==> src/rtl/uart_core_pkg.sv <==
// rtl/uart_core_pkg.sv - shared bit timing, mode codes and FSM state types for uart_core
package uart_core_pkg;

  function automatic int bit_cycles(input int clk_freq, input int baud_rate);
    return (clk_freq + baud_rate / 2) / baud_rate;
  endfunction

  localparam int BIT_CYC  = bit_cycles(100000000, 115200);
  localparam int HALF_CYC = BIT_CYC / 2;

  typedef enum logic [1:0] {
    UART_MODE_NORMAL   = 2'b00,
    UART_MODE_LOOPBACK = 2'b01
  } uart_mode_t;

  typedef enum logic [1:0] {
    RX_IDLE  = 2'd0,
    RX_START = 2'd1,
    RX_DATA  = 2'd2,
    RX_STOP  = 2'd3
  } rx_state_t;

  typedef enum logic [1:0] {
    TX_IDLE  = 2'd0,
    TX_START = 2'd1,
    TX_DATA  = 2'd2,
    TX_STOP  = 2'd3
  } tx_state_t;

endpackage

==> src/rtl/uart_fifo.sv <==
// rtl/uart_fifo.sv - first-word-fall-through FIFO; extra pointer MSB separates full from empty
module uart_fifo #(
  parameter int WIDTH = 8,
  parameter int DEPTH = 16
) (
  input  logic             clk,
  input  logic             rst,
  input  logic             push,
  input  logic [WIDTH-1:0] push_data,
  input  logic             pop,
  output logic [WIDTH-1:0] pop_data,
  output logic             full,
  output logic             empty
);

  localparam int AW = $clog2(DEPTH);

  logic [WIDTH-1:0] mem [DEPTH];
  logic [AW:0]      wptr;
  logic [AW:0]      rptr;
  logic             do_push;
  logic             do_pop;

  assign empty    = (wptr == rptr);
  assign full     = (wptr[AW] != rptr[AW]) && (wptr[AW-1:0] == rptr[AW-1:0]);
  assign do_pop   = pop && !empty;
  // a pop frees the head slot this same edge, so a full FIFO can still take a push
  assign do_push  = push && (!full || do_pop);
  assign pop_data = empty ? '0 : mem[rptr[AW-1:0]];

  always_ff @(posedge clk or negedge rst) begin
    if (!rst) begin
      wptr <= '0;
      rptr <= '0;
    end else begin
      if (do_push) wptr <= wptr + (AW+1)'(1);
      if (do_pop)  rptr <= rptr + (AW+1)'(1);
    end
  end

  always_ff @(posedge clk) begin
    if (do_push) mem[wptr[AW-1:0]] <= push_data;
  end

endmodule

==> src/rtl/uart_core.sv <==
// rtl/uart_core.sv - 8N1 full-duplex UART with FIFO-buffered byte streams and internal loopback
module uart_core
  import uart_core_pkg::*;
#(
  parameter int CLK_FREQ   = 100000000,
  parameter int BAUD_RATE  = 115200,
  parameter int FIFO_DEPTH = 16
) (
  input  logic       clk,
  input  logic       rst,
  output logic [7:0] uart_rd_data,
  output logic       uart_rd_valid,
  input  logic       uart_rd_ready,
  input  logic [7:0] uart_wr_data,
  input  logic       uart_wr_valid,
  output logic       uart_wr_ready,
  input  logic [1:0] uart_mode,
  input  logic       uart_rxd,
  output logic       uart_txd
);

  localparam int BIT_N  = bit_cycles(CLK_FREQ, BAUD_RATE);
  localparam int HALF_N = BIT_N / 2;
  localparam int CW     = $clog2(BIT_N);

  logic          rxd_s1, rxd_s2, rx_prev, rx_line;
  logic          lb_q, rst_done;
  rx_state_t     rx_state;
  logic [CW-1:0] rx_cnt;
  logic [2:0]    rx_bit;
  logic [7:0]    rx_sr;
  logic          rx_ferr, rx_push, rx_pop, rx_full, rx_empty;
  tx_state_t     tx_state;
  logic [CW-1:0] tx_cnt;
  logic [2:0]    tx_bit;
  logic [7:0]    tx_sr, tx_byte;
  logic          tx_line, tx_pop, tx_full, tx_empty;

  assign rx_line       = lb_q ? tx_line : rxd_s2;
  assign uart_txd      = lb_q ? 1'b1 : tx_line;
  assign uart_rd_valid = !rx_empty;
  assign uart_wr_ready = rst_done && !tx_full;
  assign rx_pop        = uart_rd_valid && uart_rd_ready;
  assign rx_push       = (rx_state == RX_STOP) && !rx_ferr && (rx_cnt == '0) && rx_line
                         && (!rx_full || rx_pop);
  assign tx_pop        = !tx_empty && ((tx_state == TX_IDLE) ||
                                       ((tx_state == TX_STOP) && (tx_cnt == '0)));

  // loopback selection only changes while both directions sit between frames
  always_ff @(posedge clk or negedge rst) begin
    if (!rst) begin
      rxd_s1   <= 1'b1;
      rxd_s2   <= 1'b1;
      rx_prev  <= 1'b1;
      lb_q     <= 1'b0;
      rst_done <= 1'b0;
    end else begin
      rxd_s1   <= uart_rxd;
      rxd_s2   <= rxd_s1;
      rx_prev  <= rx_line;
      rst_done <= 1'b1;
      if (rx_state == RX_IDLE && tx_state == TX_IDLE)
        lb_q <= (uart_mode == UART_MODE_LOOPBACK);
    end
  end

  always_ff @(posedge clk or negedge rst) begin
    if (!rst) begin
      rx_state <= RX_IDLE;
      rx_cnt   <= '0;
      rx_bit   <= '0;
      rx_sr    <= '0;
      rx_ferr  <= 1'b0;
    end else begin
      case (rx_state)
        RX_IDLE: if (rx_prev && !rx_line) begin
          rx_state <= RX_START;
          rx_cnt   <= CW'(HALF_N - 1);
        end
        RX_START: if (rx_cnt != '0) rx_cnt <= rx_cnt - CW'(1);
          else if (!rx_line) begin
            rx_state <= RX_DATA;
            rx_cnt   <= CW'(BIT_N - 1);
            rx_bit   <= '0;
          end else rx_state <= RX_IDLE;
        RX_DATA: if (rx_cnt != '0) rx_cnt <= rx_cnt - CW'(1);
          else begin
            rx_sr  <= {rx_line, rx_sr[7:1]};
            rx_cnt <= CW'(BIT_N - 1);
            rx_bit <= rx_bit + 3'd1;
            if (rx_bit == 3'd7) rx_state <= RX_STOP;
          end
        // a low stop bit is a framing error: hold here until the line recovers
        RX_STOP: if (rx_ferr) begin
            if (rx_line) begin
              rx_ferr  <= 1'b0;
              rx_state <= RX_IDLE;
            end
          end else if (rx_cnt != '0) rx_cnt <= rx_cnt - CW'(1);
          else if (rx_line) rx_state <= RX_IDLE;
          else rx_ferr <= 1'b1;
        default: rx_state <= RX_IDLE;
      endcase
    end
  end

  always_ff @(posedge clk or negedge rst) begin
    if (!rst) begin
      tx_state <= TX_IDLE;
      tx_cnt   <= '0;
      tx_bit   <= '0;
      tx_sr    <= '0;
      tx_line  <= 1'b1;
    end else if (tx_pop) begin
      tx_state <= TX_START;
      tx_sr    <= tx_byte;
      tx_line  <= 1'b0;
      tx_cnt   <= CW'(BIT_N - 1);
    end else begin
      case (tx_state)
        TX_START: if (tx_cnt != '0) tx_cnt <= tx_cnt - CW'(1);
          else begin
            tx_state <= TX_DATA;
            tx_line  <= tx_sr[0];
            tx_sr    <= {1'b0, tx_sr[7:1]};
            tx_cnt   <= CW'(BIT_N - 1);
            tx_bit   <= '0;
          end
        TX_DATA: if (tx_cnt != '0) tx_cnt <= tx_cnt - CW'(1);
          else begin
            tx_cnt <= CW'(BIT_N - 1);
            if (tx_bit == 3'd7) begin
              tx_state <= TX_STOP;
              tx_line  <= 1'b1;
            end else begin
              tx_bit  <= tx_bit + 3'd1;
              tx_line <= tx_sr[0];
              tx_sr   <= {1'b0, tx_sr[7:1]};
            end
          end
        TX_STOP: if (tx_cnt != '0) tx_cnt <= tx_cnt - CW'(1);
          else tx_state <= TX_IDLE;
        default: ;
      endcase
    end
  end

  uart_fifo #(.WIDTH(8), .DEPTH(FIFO_DEPTH)) u_rx_fifo (
    .clk       (clk),
    .rst       (rst),
    .push      (rx_push),
    .push_data (rx_sr),
    .pop       (rx_pop),
    .pop_data  (uart_rd_data),
    .full      (rx_full),
    .empty     (rx_empty)
  );

  uart_fifo #(.WIDTH(8), .DEPTH(FIFO_DEPTH)) u_tx_fifo (
    .clk       (clk),
    .rst       (rst),
    .push      (uart_wr_valid && uart_wr_ready),
    .push_data (uart_wr_data),
    .pop       (tx_pop),
    .pop_data  (tx_byte),
    .full      (tx_full),
    .empty     (tx_empty)
  );

endmodule

==> config.mk <==
export PLATFORM = sky130hd
export DESIGN_NAME = uart_core
export DESIGN_NICKNAME = d
export VERILOG_FILES = /design/src/rtl/uart_core_pkg.sv /design/src/rtl/uart_fifo.sv /design/src/rtl/uart_core.sv
export SDC_FILE = /design/constraint.sdc
export NUM_CORES = 1
export LEC_CHECK = 0
export CAP_MARGIN = 10
export CORE_MARGIN = 2
export CORE_UTILIZATION = 40
export CTS_CLUSTER_SIZE = 40
export DETAILED_ROUTE_END_ITERATION = 10
export SYNTH_ARGS = -nofsm -noshare
export SYNTH_HDL_FRONTEND = slang
export SYNTH_SLANG_ARGS = --single-unit
==> constraint.sdc <==
create_clock -name clk -period 7.5 [get_ports clk]
set_input_delay 1.5 -clock clk [delete_from_list [all_inputs] [get_ports clk]]
set_output_delay 1.5 -clock clk [all_outputs]
set_load 0.005 [all_outputs]
==> flow_summary.toml <==
[sta]
tightest_slew_ns = 1.08
period_needed_ns = 4.90
finalSetupTns_ns = 0
rsz0062_at_grt = "no"
max_freq_mhz = 204
setup_viol = 0
maxSlewHeadroom_pct = 27.5
min_period_over_period_pct = 65.3
hold-worst-slack_ns = 0.354
slew_viol_final = 0
finClkSkew_ns = 0.0191
hold_viol = 0

[cts]
cts_tree = "yes"
clk_path_buf_depth = 3
clkLatencyLatePin_ns = 0.52
cts_setup_buffers = 0
path_clk_slew_ns = 0.06
hold_buffers = 0
cts_resized = 0
cts_buffers = 36
htree_levels = 2
root_buffer = "clkbuf_16"
cts_sinks = 329

[floorplan]
coreArea_um2 = 34500
io_pins = 26
dieArea_um2 = 36600
chipHeight_um = 191
die_w_um = 191
rows = 68
initial_core_util_pct = 40.6

[job]
maxCapViolCount = 0

[final_layout]
fin_util_pct = 46.0
diodes = 0
nNetsFinal = 911
fin_cells = 1352
syn_to_final_growth_pct = 13.3
drive_above_1_share_pct = 20.6

[worst_setup_path]
max_stage_delay_ns = 0.74
critical_path_required_ns = 6.00
cpLargestDelayFamily = "multiplexers"
cp.arrival_ns = 3.40
startpoint_type = "flip-flop"
crit_top_cell = "mux4_2"
worstSetupPathType = "flip-flop to primary output"
path_cells = "buf_4 -> mux4_2 -> mux4_2 -> and2_1 -> clkdlybuf4s50_1"
cpMaxStageDelayCell = "dfrtp_2"
cp_max_fo = 20
end_kind = "primary output"
critical_path_buf_inv_count = 2

[synthesis]
yosys-top-cells-count = "edfxtp_1 (256), mux4_2 (73), dfrtp_1 (69)"
synth.area.top_cells = "edfxtp_1 (55%), dfrtp_1 (12%), mux4_2 (12%)"
syn_area_per_cell_um2 = 16.9
synthMuxAreaShare_pct = 14.4
yosys.area_share.xor_xnor_pct = 1.69
syn-num-nets = 872
netlist.area_leader.share_pct = 54.8
synthMostInstantiatedCell = "edfxtp_1"
synth_seq_cells = 329
ys.flop_type = "edfxtp_1"
yosysSeqAreaShare_pct = 67.9
yosys_warnings = 0
synth-compound-area-share_pct = 5.42
synth.cell_area_um2 = 14000
synth_cell_types = 67
synth_edf_count = 256
synth_top_family_by_area = "multiplexers"
synth_simple_gate_area_share_pct = 6.49
synthCells = 832
synth_fa_ha_area_share_pct = 2.23
synth.largest_area_cell = "edfxtp_1"
synthArstFlopShare_pct = 22.2

[route]
routed_wirelength_um = 28300
via_count = 7346
drtAntennaViolNets = 0
post-route-drc-count = 0
avgRoutedWirePerCell_um = 21.0
via_per_inst = 5.43
dr.pass1.iters = 5
drt_iter0_drc = 451

[status]
run_status = "finished, final reports clean"

[global_routing]
grt_pass1_vias = 7350
grt_max_degree = 72
grt_overflow = 0
grt.total_usage_pct = 15.9
grt_pass1_wl_um = 43800
antenna_found_initial = 0

[min_path]
hold_class = "flip-flop to flip-flop"

[power_and_ir_drop]
power.density_nw_per_um2 = 295
ir_drop_mv = 0.155
leakage_uw = 0.00544

[placed_design]
place_hpwl_um = 17600
portBuffers = 25
placed_cells = 1288
gp_congestion = 0.779
## area by class of cell
| class | instances | area (µm²) |
|---|---|---|
| Fill cell | 3014 | 18600 |
| Sequential cell | 329 | 9520 |
| Multi-Input combinational cell | 442 | 4270 |
| Clock buffer | 46 | 980 |
| Tap cell | 455 | 569 |
| Timing Repair Buffer | 41 | 368 |
| Clock inverter | 18 | 108 |
| Inverter | 21 | 78.8 |
## cells in the final DEF, fill, tap and decap left out, types with 5 or more instances in the layout
| master | instances |
|---|---|
| edfxtp_1 | 256 |
| mux4_2 | 73 |
| dfrtp_1 | 67 |
| nand2_1 | 44 |
| nor2_1 | 44 |
| clkbuf_16 | 37 |
| ha_1 | 25 |
| clkdlybuf4s50_1 | 24 |
| o21ai_0 | 23 |
| inv_1 | 21 |
| a21oi_1 | 18 |
| mux2i_1 | 17 |
| mux2_2 | 17 |
| buf_4 | 17 |
| xnor2_1 | 15 |
| xor2_1 | 12 |
| and2_1 | 10 |
| a31oi_1 | 10 |
| nand2b_1 | 9 |
| nand3_1 | 9 |
| nor3_1 | 8 |
| o211ai_1 | 7 |
| clkinv_2 | 7 |
| clkbuf_1 | 7 |
| nor3_2 | 6 |
| nor3b_1 | 5 |
| and3_1 | 5 |
| a21o_1 | 5 |
| clkinv_1 | 5 |
## worst paths after layout
kind	startpoint	to	slack (ns)	cells after the start
setup / recovery	u_rx_fifo.rptr[0]	uart_rd_data[3]	2.60	5
hold / removal	rxd_s1	rxd_s2	0.35	0
setup reg to reg	u_tx_fifo.rptr[0]	u_tx_fifo.mem[7][3]	4.04	7
hold reg to reg	rxd_s1	rxd_s2	0.35	0
max in group asynchronous	rst	u_tx_fifo.rptr[0]	5.60	2
min in group asynchronous	rst	u_rx_fifo.rptr[3]	0.77	1
## where the power goes
part           internal [µW]  switching [µW]
logic                    418             413
registers               2070             159
clock network            931             702
## flip-flops by register name, summed over array words and instances, names as in the netlist, 2 cells and up, named ones only
name / count
u_rx_fifo.mem: 128
u_tx_fifo.mem: 128
rx_cnt: 10
tx_cnt: 10
rx_sr: 8
tx_sr: 8
u_rx_fifo.rptr: 5
u_rx_fifo.wptr: 5
u_tx_fifo.rptr: 5
u_tx_fifo.wptr: 5
rx_bit: 3
tx_bit: 3
tx_state: 2
## through the flow
stage | setup slack [ns] | area (µm²) | power, µW
final | 2.60 | 15900 | 4690
after global routing | 2.39 | 15900 | 4900
after CTS | 2.51 | 15900 | 4730
after detailed placement | 3.06 | 14800 | 3100
after global placement | 3.10 | 14800 | 3090
after floorplan | 4.02 | 14000 | 2820
## metal layers
metal	global-route usage (%)	up-vias	wire [µm]
met4	3.99	0	518
met3	2.94	43	1340
met5	0	-	0
met1	22.9	3790	13000
met2	25.0	152	13500
li1	-	3361	-
## cells by family after synthesis
logic type,after synthesis
buffers and inverters,61
flip-flops,329
AO/OA/AOI/OAI,108
other,1
adder cells (fa/ha/maj),25
XOR/XNOR,27
multiplexers,108
AND/OR/NAND/NOR,173
## worst register-to-register path, delay by kind of cell (launching register included)
| family | cells | cell delay, ns |
|---|---|---|
| AND/OR/NAND/NOR | 3 | 1.17 |
| buffers and inverters | 2 | 0.75 |
| AO/OA/AOI/OAI | 1 | 0.57 |
| flip-flops | 1 | 0.33 |
| XOR/XNOR | 1 | 0.25 |
Note: power is estimated with default switching activity, not from simulation.
